`config.mk`:
```
export PLATFORM = sky130hd
export DESIGN_NAME = instr_mem_loader
export DESIGN_NICKNAME = d
export VERILOG_FILES = /design/src/rtl/instr_mem_loader.sv
export SDC_FILE = /design/constraint.sdc
export NUM_CORES = 1
export LEC_CHECK = 0
export CAP_MARGIN = 20
export CORE_MARGIN = 5
export CORE_UTILIZATION = 56
export DETAILED_ROUTE_END_ITERATION = 7
export PLACE_DENSITY = 0.83
export REMOVE_ABC_BUFFERS = 1
export SLEW_MARGIN = 20
export SYNTH_ARGS = -nofsm -noshare
export SYNTH_HDL_FRONTEND = slang
export SYNTH_SLANG_ARGS = --single-unit
```
`constraint.sdc`:
```
create_clock -name clk -period 6.05 [get_ports clk]
set_input_delay 1.21 -clock clk [delete_from_list [all_inputs] [get_ports clk]]
set_output_delay 1.21 -clock clk [all_outputs]
set_load 0.02 [all_outputs]
```
`src/rtl/instr_mem_loader.sv`:
```
// Serial byte loader for instruction memory: assembles big-endian 32-bit words
// from a byte stream and writes them to consecutive addresses while the CPU is held.
module instr_mem_loader #(
    parameter int ADDR_W    = 6,
    parameter int ADDR_STEP = 4
) (
    input  logic              clk,
    input  logic              reset,
    input  logic              start,
    input  logic [ADDR_W-1:0] base_addr,
    input  logic [4:0]        num_words,
    input  logic [7:0]        byte_in,
    input  logic              byte_valid,
    output logic              byte_ready,
    output logic              mem_we,
    output logic [ADDR_W-1:0] mem_wa,
    output logic [31:0]       mem_wd,
    output logic              cpu_hold,
    output logic              busy,
    output logic              done
);

    localparam logic [ADDR_W-1:0] STEP = ADDR_W'(ADDR_STEP);

    typedef enum logic [1:0] {IDLE, RECV, WRITE, DONE} state_t;

    state_t            state;
    state_t            nextState;
    logic [ADDR_W-1:0] addrReg;
    logic [4:0]        numWordsReg;
    logic [4:0]        wordCnt;
    logic [1:0]        byteCnt;
    logic [23:0]       partialWord;
    logic              byteAccept;
    logic              startAccept;
    logic              lastWord;

    assign byteAccept  = byte_valid && (state == RECV);
    assign startAccept = start && ((state == IDLE) || (state == DONE));
    assign lastWord    = (wordCnt + 5'd1) == numWordsReg;

    always_ff @(posedge clk or posedge reset) begin
        if (reset) begin
            state <= IDLE;
        end else begin
            state <= nextState;
        end
    end

    always_comb begin
        nextState = state;
        case (state)
            IDLE, DONE: begin
                if (startAccept) begin
                    nextState = (num_words == 5'd0) ? DONE : RECV;
                end
            end
            RECV: begin
                if (byteAccept && (byteCnt == 2'd3)) begin
                    nextState = WRITE;
                end
            end
            WRITE:   nextState = lastWord ? DONE : RECV;
            default: nextState = IDLE;
        endcase
    end

    // The write port registers are loaded with the finished word on its last byte,
    // so they are valid throughout WRITE and hold afterwards while addrReg moves on.
    always_ff @(posedge clk or posedge reset) begin
        if (reset) begin
            addrReg     <= '0;
            numWordsReg <= '0;
            wordCnt     <= '0;
            byteCnt     <= '0;
            partialWord <= '0;
            mem_wa      <= '0;
            mem_wd      <= '0;
        end else begin
            if (startAccept) begin
                addrReg     <= base_addr;
                numWordsReg <= num_words;
                wordCnt     <= '0;
                byteCnt     <= '0;
            end
            if (byteAccept) begin
                byteCnt <= byteCnt + 2'd1;
                if (byteCnt == 2'd3) begin
                    mem_wa <= addrReg;
                    mem_wd <= {partialWord, byte_in};
                end else begin
                    partialWord <= {partialWord[15:0], byte_in};
                end
            end
            if (state == WRITE) begin
                addrReg <= addrReg + STEP;
                wordCnt <= wordCnt + 5'd1;
            end
        end
    end

    always_comb begin
        byte_ready = 1'b0;
        mem_we     = 1'b0;
        cpu_hold   = 1'b0;
        busy       = 1'b0;
        done       = 1'b0;
        case (state)
            RECV: begin
                byte_ready = 1'b1;
                cpu_hold   = 1'b1;
                busy       = 1'b1;
            end
            WRITE: begin
                mem_we   = 1'b1;
                cpu_hold = 1'b1;
                busy     = 1'b1;
            end
            DONE:    done = 1'b1;
            default: ;
        endcase
    end

endmodule
```
==> flow_summary_export.csv <==
group,metric,value,unit
outcome,outcome,"finished, final reports clean",
detailed_routing,routedWlPerCell,15.47,um
grt,grt_pass1_vias,2163,
logic_synthesis,synth_cell_types,32,
grt,grt_overflow,0,
logic_synthesis,syn_avg_cell_area,14.28,sq um
floorplan,die_h,89.04,um
detailed_routing,vias_per_cell,5.375,
logic_synthesis,syn_inst,245,
floorplan,start_util,0.5840,
logic_synthesis,synthFlopType,"dfrtp_1",
logic_synthesis,async_reset_ff_frac,1.000,
timing,fmax,292.2,MHz
grt,antenna_found_initial,0,
setup_path,cp-end-kind,"output port",
clocking,cts_made_buffers,9,
timing,worstMarginPinSlew,0.9766,ns
grt,grt_util_all_layers,0.1700,
logic_synthesis,seq_area_frac_synth,0.5866,
timing,finalSetupViolations,0,
cells_and_area,syn_to_final_growth,25.39,%
cells_and_area,drive_gt1_frac,0.1546,
pwr,switchingPower,831.9,uW
pwr,power_density,538.9,nW/um^2
clocking,cts.repair.resized,0,
clocking,cts_root_buf,"clkbuf_8",
timing,finalClockSkew,0.008349,ns
pwr,vdd_drop_max,329.7,uV
timing,fin_crit_sh,0.5656,
timing,final-max-slew-violation-count,0,
detailed_routing,dr.pass1.iters,4,
clocking,hold_buffers,0,
setup_path,cp_slowest_cell,"clkdlybuf4s50_1",
pwr,power_leakage,2.039,nW
grt,grt_max_degree,83,
logic_synthesis,synth_warnings,0,
cells_and_area,antenna_cells,0,
placed_design,dpl.hpwl,4.227,mm
clocking,clk_pin_slew,0.08,ns
pwr,clock_power_share,0.155,
cells_and_area,final_cells,392,
logic_synthesis,netlist_area,3498,sq um
timing,timing.hold.ws,0.4894,ns
detailed_routing,ant_nets,0,
timing,rsz0062_at_grt,"false",
setup_path,critPathMaxFanout,21,
logic_synthesis,synth_edf_count,0,
placed_design,gp_congestion,0.7096,
timing,min_period,3.422,ns
pwr,intPower,1.532,mW
clocking,cts_sinks,82,
setup_path,critPathKind,"reg -> out",
worst_hold_path,min_path_type,"reg -> reg",
floorplan,die_w,89.04,um
cells_and_area,fin_nets,342,
detailed_routing,drc_errors,0,
placed_design,io_buffer_count,65,
floorplan,num_rows,28,
timing,hold_viol_final,0,
clocking,cts_tree,"yes",
setup_path,required,4.84,ns
pwr,p_seq_frac,0.412,
setup_path,worstPathArrival,2.21,ns
pwr,power.share.combinational,0.433,
placed_design,dp_cells,376,
clocking,clockBufferDepth,2,
floorplan,die_area,7928,sq um
grt,grt_first_pass_wirelength,10.28,mm
clocking,postCtsSetupRepairBufs,0,
detailed_routing,routed_wl,6.063,mm
detailed_routing,vias,2107,
setup_path,cp-start-kind,"register",
setup_path,cpPeakStageDelay,0.74,ns
logic_synthesis,ys_ff_latch,82,
detailed_routing,drt_iter0_drc,73,
pwr,p_sw_frac,0.3519,
clocking,ctsHtreeMaxLevel,3,
timing,timing.slew.headroom,0.3482,
timing,final.setup.tns,0,ns
setup_path,crit_chain,"inv_1 -> ha_1 -> clkdlybuf4s50_1",
clocking,clock_latency,0.34,ns
floorplan,core_area,5991,sq um
floorplan,io_pins,66,
flow_run,max_cap_viol_count,0,
==> critical path: cells and delay by family (launching register included) <==
kind | cells | cell delay [ns]
buffers and inverters | 2 | 0.82
adders and majority gates | 1 | 0.61
DFF | 1 | 0.44
==> path summary, 6_finish.rpt <==
path / from / to / slack, ns / depth (start not counted)
setup / recovery: state[0] / mem_we / 2.63 / 3
hold / removal: addrReg[0] / mem_wa[0] / 0.49 / 1
setup reg to reg: state[1] / mem_wd[2] / 3.67 / 4
hold reg to reg: addrReg[0] / mem_wa[0] / 0.49 / 1
max in group asynchronous: reset / numWordsReg[3] / 4.20 / 3
min in group asynchronous: reset / mem_wd[5] / 1.38 / 3
==> logic make-up (layout without fill, tap and decap cells) <==
kind of cell,Yosys count,count (layout),share of synthesized area
AO/OA/AOI/OAI,22,22,0.03756
XOR/XNOR,7,7,0.01967
adder cells (fa/ha/maj),7,7,0.02503
buffers and inverters,15,87,0.02361
flip-flops,82,82,0.5866
multiplexers,72,72,0.2521
AND/OR/NAND/NOR,40,40,0.05544
==> cell usage after synthesis, types with 4 or more instances <==
master | number | area share
nor2b_1 | 5 | 0.0089
buf_2 | 6 | 0.0086
nand3_1 | 8 | 0.011
dfrtp_1 | 82 | 0.59
mux2_1 | 42 | 0.14
a21oi_1 | 4 | 0.0057
ha_1 | 7 | 0.025
inv_1 | 4 | 0.0043
nand2_1 | 16 | 0.017
o21ai_0 | 9 | 0.013
nor2_1 | 4 | 0.0043
mux2_2 | 7 | 0.023
mux2_4 | 20 | 0.086
==> per-stage QoR <==
step           total power, mW  worst slack (ns)  instance area (sq um)    util
6_report                 2.364             2.628                   4387  0.7322
5_1_grt                  2.524             2.491                   4387  0.7322
4_1_cts                  2.390             2.633                   4383  0.7316
3_5_place_dp             2.024             2.673                   4197  0.7005
3_3_place_gp             1.974             2.712                   4197  0.7005
2_1_floorplan            1.605             2.732                   3431       -
==> layout make-up <==
class                           count  area [sq um]
Sequential cell                    82          2052
Fill cell                         404          1604
Multi-Input combinational cell    148          1369
Timing Repair Buffer               67         669.4
Clock buffer                       10         137.6
Tap cell                           75         93.84
Clock inverter                      6         48.80
Inverter                            4         16.27
==> state kept, by name (all words and copies together), names as in the netlist <==
register	count
numWordsReg	5
byteCnt	2
mem_wd	32
wordCnt	5
partialWord	24
state	2
addrReg	6
mem_wa	6
==> cells in the final DEF, fill, tap and decap left out, drive strengths merged <==
master and count:
nand2 16, or4b 1, xor2 3, mux2i 3, mux2 69, a211oi 1, or2 3, a21boi 1
clkdlybuf4s50 65, a21oi 4, nand3 8, buf 2, ha 7, o21bai 1, a211o 1, nand4b 1
nor3 2, clkbuf 10, o21ai 11, o211ai 1, nor2 4, clkinv 2, a311oi 2, xnor2 4
dfrtp 82, clkinvlp 3, inv 5, nor2b 5
==> power groups by stage <==
stage,logic [mW],registers (mW),clock network [mW]
floorplan,0.529,1.08,0
global placement,1.00,0.971,0
detailed placement,1.04,0.988,0
CTS,1.04,0.977,0.373
global route,1.11,1.01,0.399
finish,1.02,0.973,0.367
==> routing by layer <==
metal | vias to the layer above | GRT usage | routed length (um)
met3 | 7 | 0.04332 | 390
li1 | 996 | - | -
met4 | 0 | 0.06089 | 66
met1 | 1045 | 0.2380 | 2774
met2 | 59 | 0.2591 | 2832
met5 | - | 0 | 0
Note: power is estimated with default switching activity, not from simulation.
==> RTL change: new RTL, config.mk and constraints unchanged <==
Change the parameter `ADDR_W` from 6 to 5.
--- a/src/rtl/instr_mem_loader.sv
+++ b/src/rtl/instr_mem_loader.sv
@@ -2,5 +2,5 @@
 // from a byte stream and writes them to consecutive addresses while the CPU is held.
 module instr_mem_loader #(
-    parameter int ADDR_W    = 6,
+    parameter int ADDR_W    = 5,
     parameter int ADDR_STEP = 4
 ) (
Interface: changed (resized base_addr and mem_wa); port bits go from 66 to 64. The function was not compared with the original's and may differ.
==> RTL change against the original RTL <==
Register-to-register slack worse by 0.23 ns; largest cell class unchanged; critical endpoint unchanged; synthesized area down 2.4%; utilization down 0.61 points; design area down 2.0%; via count down 6.5%; sequential cell count down 2; wire length down 0.30%; setup slack better by 0.055 ns; total power up 1.1%.
==> RTL change: results (changes against the original RTL) <==
Power and ir drop
  – Clock power share: 18.4% (+2.9 points)
  – Int Pwr: 1590 uW (+4.0%)
  – Max rail drop VDD: 0.000339 V (+2.9%)
  – Pwr dens: 556 mW/mm2 (+3.2%)
  – Power in combinational cells: approximately 1000 uW
  – Leakage: 0.00198 uW (-3.0%)

Finish
  – Fraction of layout cells with a size suffix above 1: 31.1% (+16 points)
  – Final net count: 323 (-5.6%)
  – Biggest regs: mem_wd: 32 flops, partialWord: 24 flops

Placement
  – Placed Cells: 358 (-4.8%)
  – GPL Wtd Cong: 0.805 (+13%)
  – # port buffers: 63 (-3.1%)
  – Final HPWL DP: 4010 um (-5.1%)
  – Place WS: 2.56 ns (-0.113 ns)

Global routing
  – Vias in the first global route: 2,146 (-0.79%)
  – Largest net degree at the start of global routing: 81 (-2.4%)
  – Antenna violations before repair: 0 (unchanged)
  – All-Layer GR Usage: 17.7% (+0.72 points)
  – First-pass GRT wire length: 10,400 um (+1.5%)

Logic synthesis
  – Top_reg_cell synth: dfrtp_1
  – Post-synth cell types: 35 (+9.4%)
  – Register area share after synthesis: 58.7% (about the same)
  – Dominant cells by area after synthesis: dfrtp_1 (59%), mux2_2 (16%), mux2_4 (8.8%)
  – Mean area per synthesized cell: 14.9 um2 (+4.4%)
  – Synth cell count leaders: dfrtp_1 (80), mux2_2 (50), mux2_4 (20)

Clocking
  – H-tree levels: 3 (unchanged)
  – Root Buffer: clkbuf_8
  – CTS max path bufs: 2 (unchanged)
  – Skew-Pair Late Insertion Delay: between 0.3 and 0.4 ns
  – Post-cts sizing count: 0 (unchanged)

STA
  – Worst slew pin tran: 0.986 ns (+0.00942 ns)
  – Skew final: 0.0172 ns (+0.00887 ns)

Critical path
  – Worst Path Arrival: 2.16 ns (-0.05 ns)
  – Worst-path maximum fanout: 20 (-4.8%)
  – Reg2Reg Launch Point: state[1]
  – Reg-to-Reg End: state[1]
  – R2R depth: 6 (+2)
  – Worst reg-to-reg setup slack: 3.44 ns (-0.23 ns)

Drt
  – Via/cell ratio: 5.26 (-2.1%)
  – Initial DRC Count: 61 (-16%)
  – Via Count: 1,969 (-6.5%)
  – Drt first pass iters: 4 (unchanged)
  – Average wire per standard cell: 16.2 um (+4.5%)

Hold path
  – Hold Path Class: flop to flop

Run status
  – Status: complete, no violations
RTL change: per-layer routing:
| layer | track usage [%] | part of all wire, % | vias to the layer above |
|---|---|---|---|
| met3 | 6.02 | 6.2 | 9 |
| met1 | 24.1 | 45 | 959 |
| met2 | 26.8 | 47 | 55 |
| li1 | - | - | 946 |
| met5 | 0 | 0 | - |
| met4 | 6.18 | 1.6 | 0 |
RTL change: worst min path at each step:
stage | start | to | depth (start not counted) | slack (ns)
after detailed placement | partialWord[16] | partialWord[16] | 1 | 0.49
after global placement | wordCnt[4] | wordCnt[4] | 1 | 0.49
after CTS | wordCnt[4] | wordCnt[4] | 1 | 0.51
final | partialWord[23] | mem_wd[31] | 1 | 0.50
after global routing | partialWord[23] | mem_wd[31] | 1 | 0.52
after floorplan | byteCnt[0] | byteCnt[0] | 1 | 0.46
RTL change: layout make-up:
class	instances	area, um2
tap	75	93.8
sequential	80	2000
timing repair buffer	65	649
fill	393	1620
inverter	4	16.3
clock buffer	10	138
clock inverter	6	90.1
multi-input combinational	134	1310
RTL change: per-stage QoR:
step / cell area, um2 / utilization (%)
detailed placement: 4070 / 68.7
global placement: 4070 / 68.7
CTS: 4300 / 72.5
floorplan: 3320 / -
finish: 4300 / 72.6
global route: 4300 / 72.6
RTL change: cell families after synthesis:
logic type	after synthesis	synth area share, %
compound gates	21	4.00
simple gates	28	4.25
mux	72	25.9
buf+inv	15	3.12
fa+ha+maj	7	2.57
xor+xnor	6	1.54
flops	80	58.7
RTL change: critical path, cell delays in order, from the launching register on:
cell and delay (ns):
dfrtp_1 0.44, inv_1 0.08, ha_1 0.56, clkdlybuf4s50_1 0.73
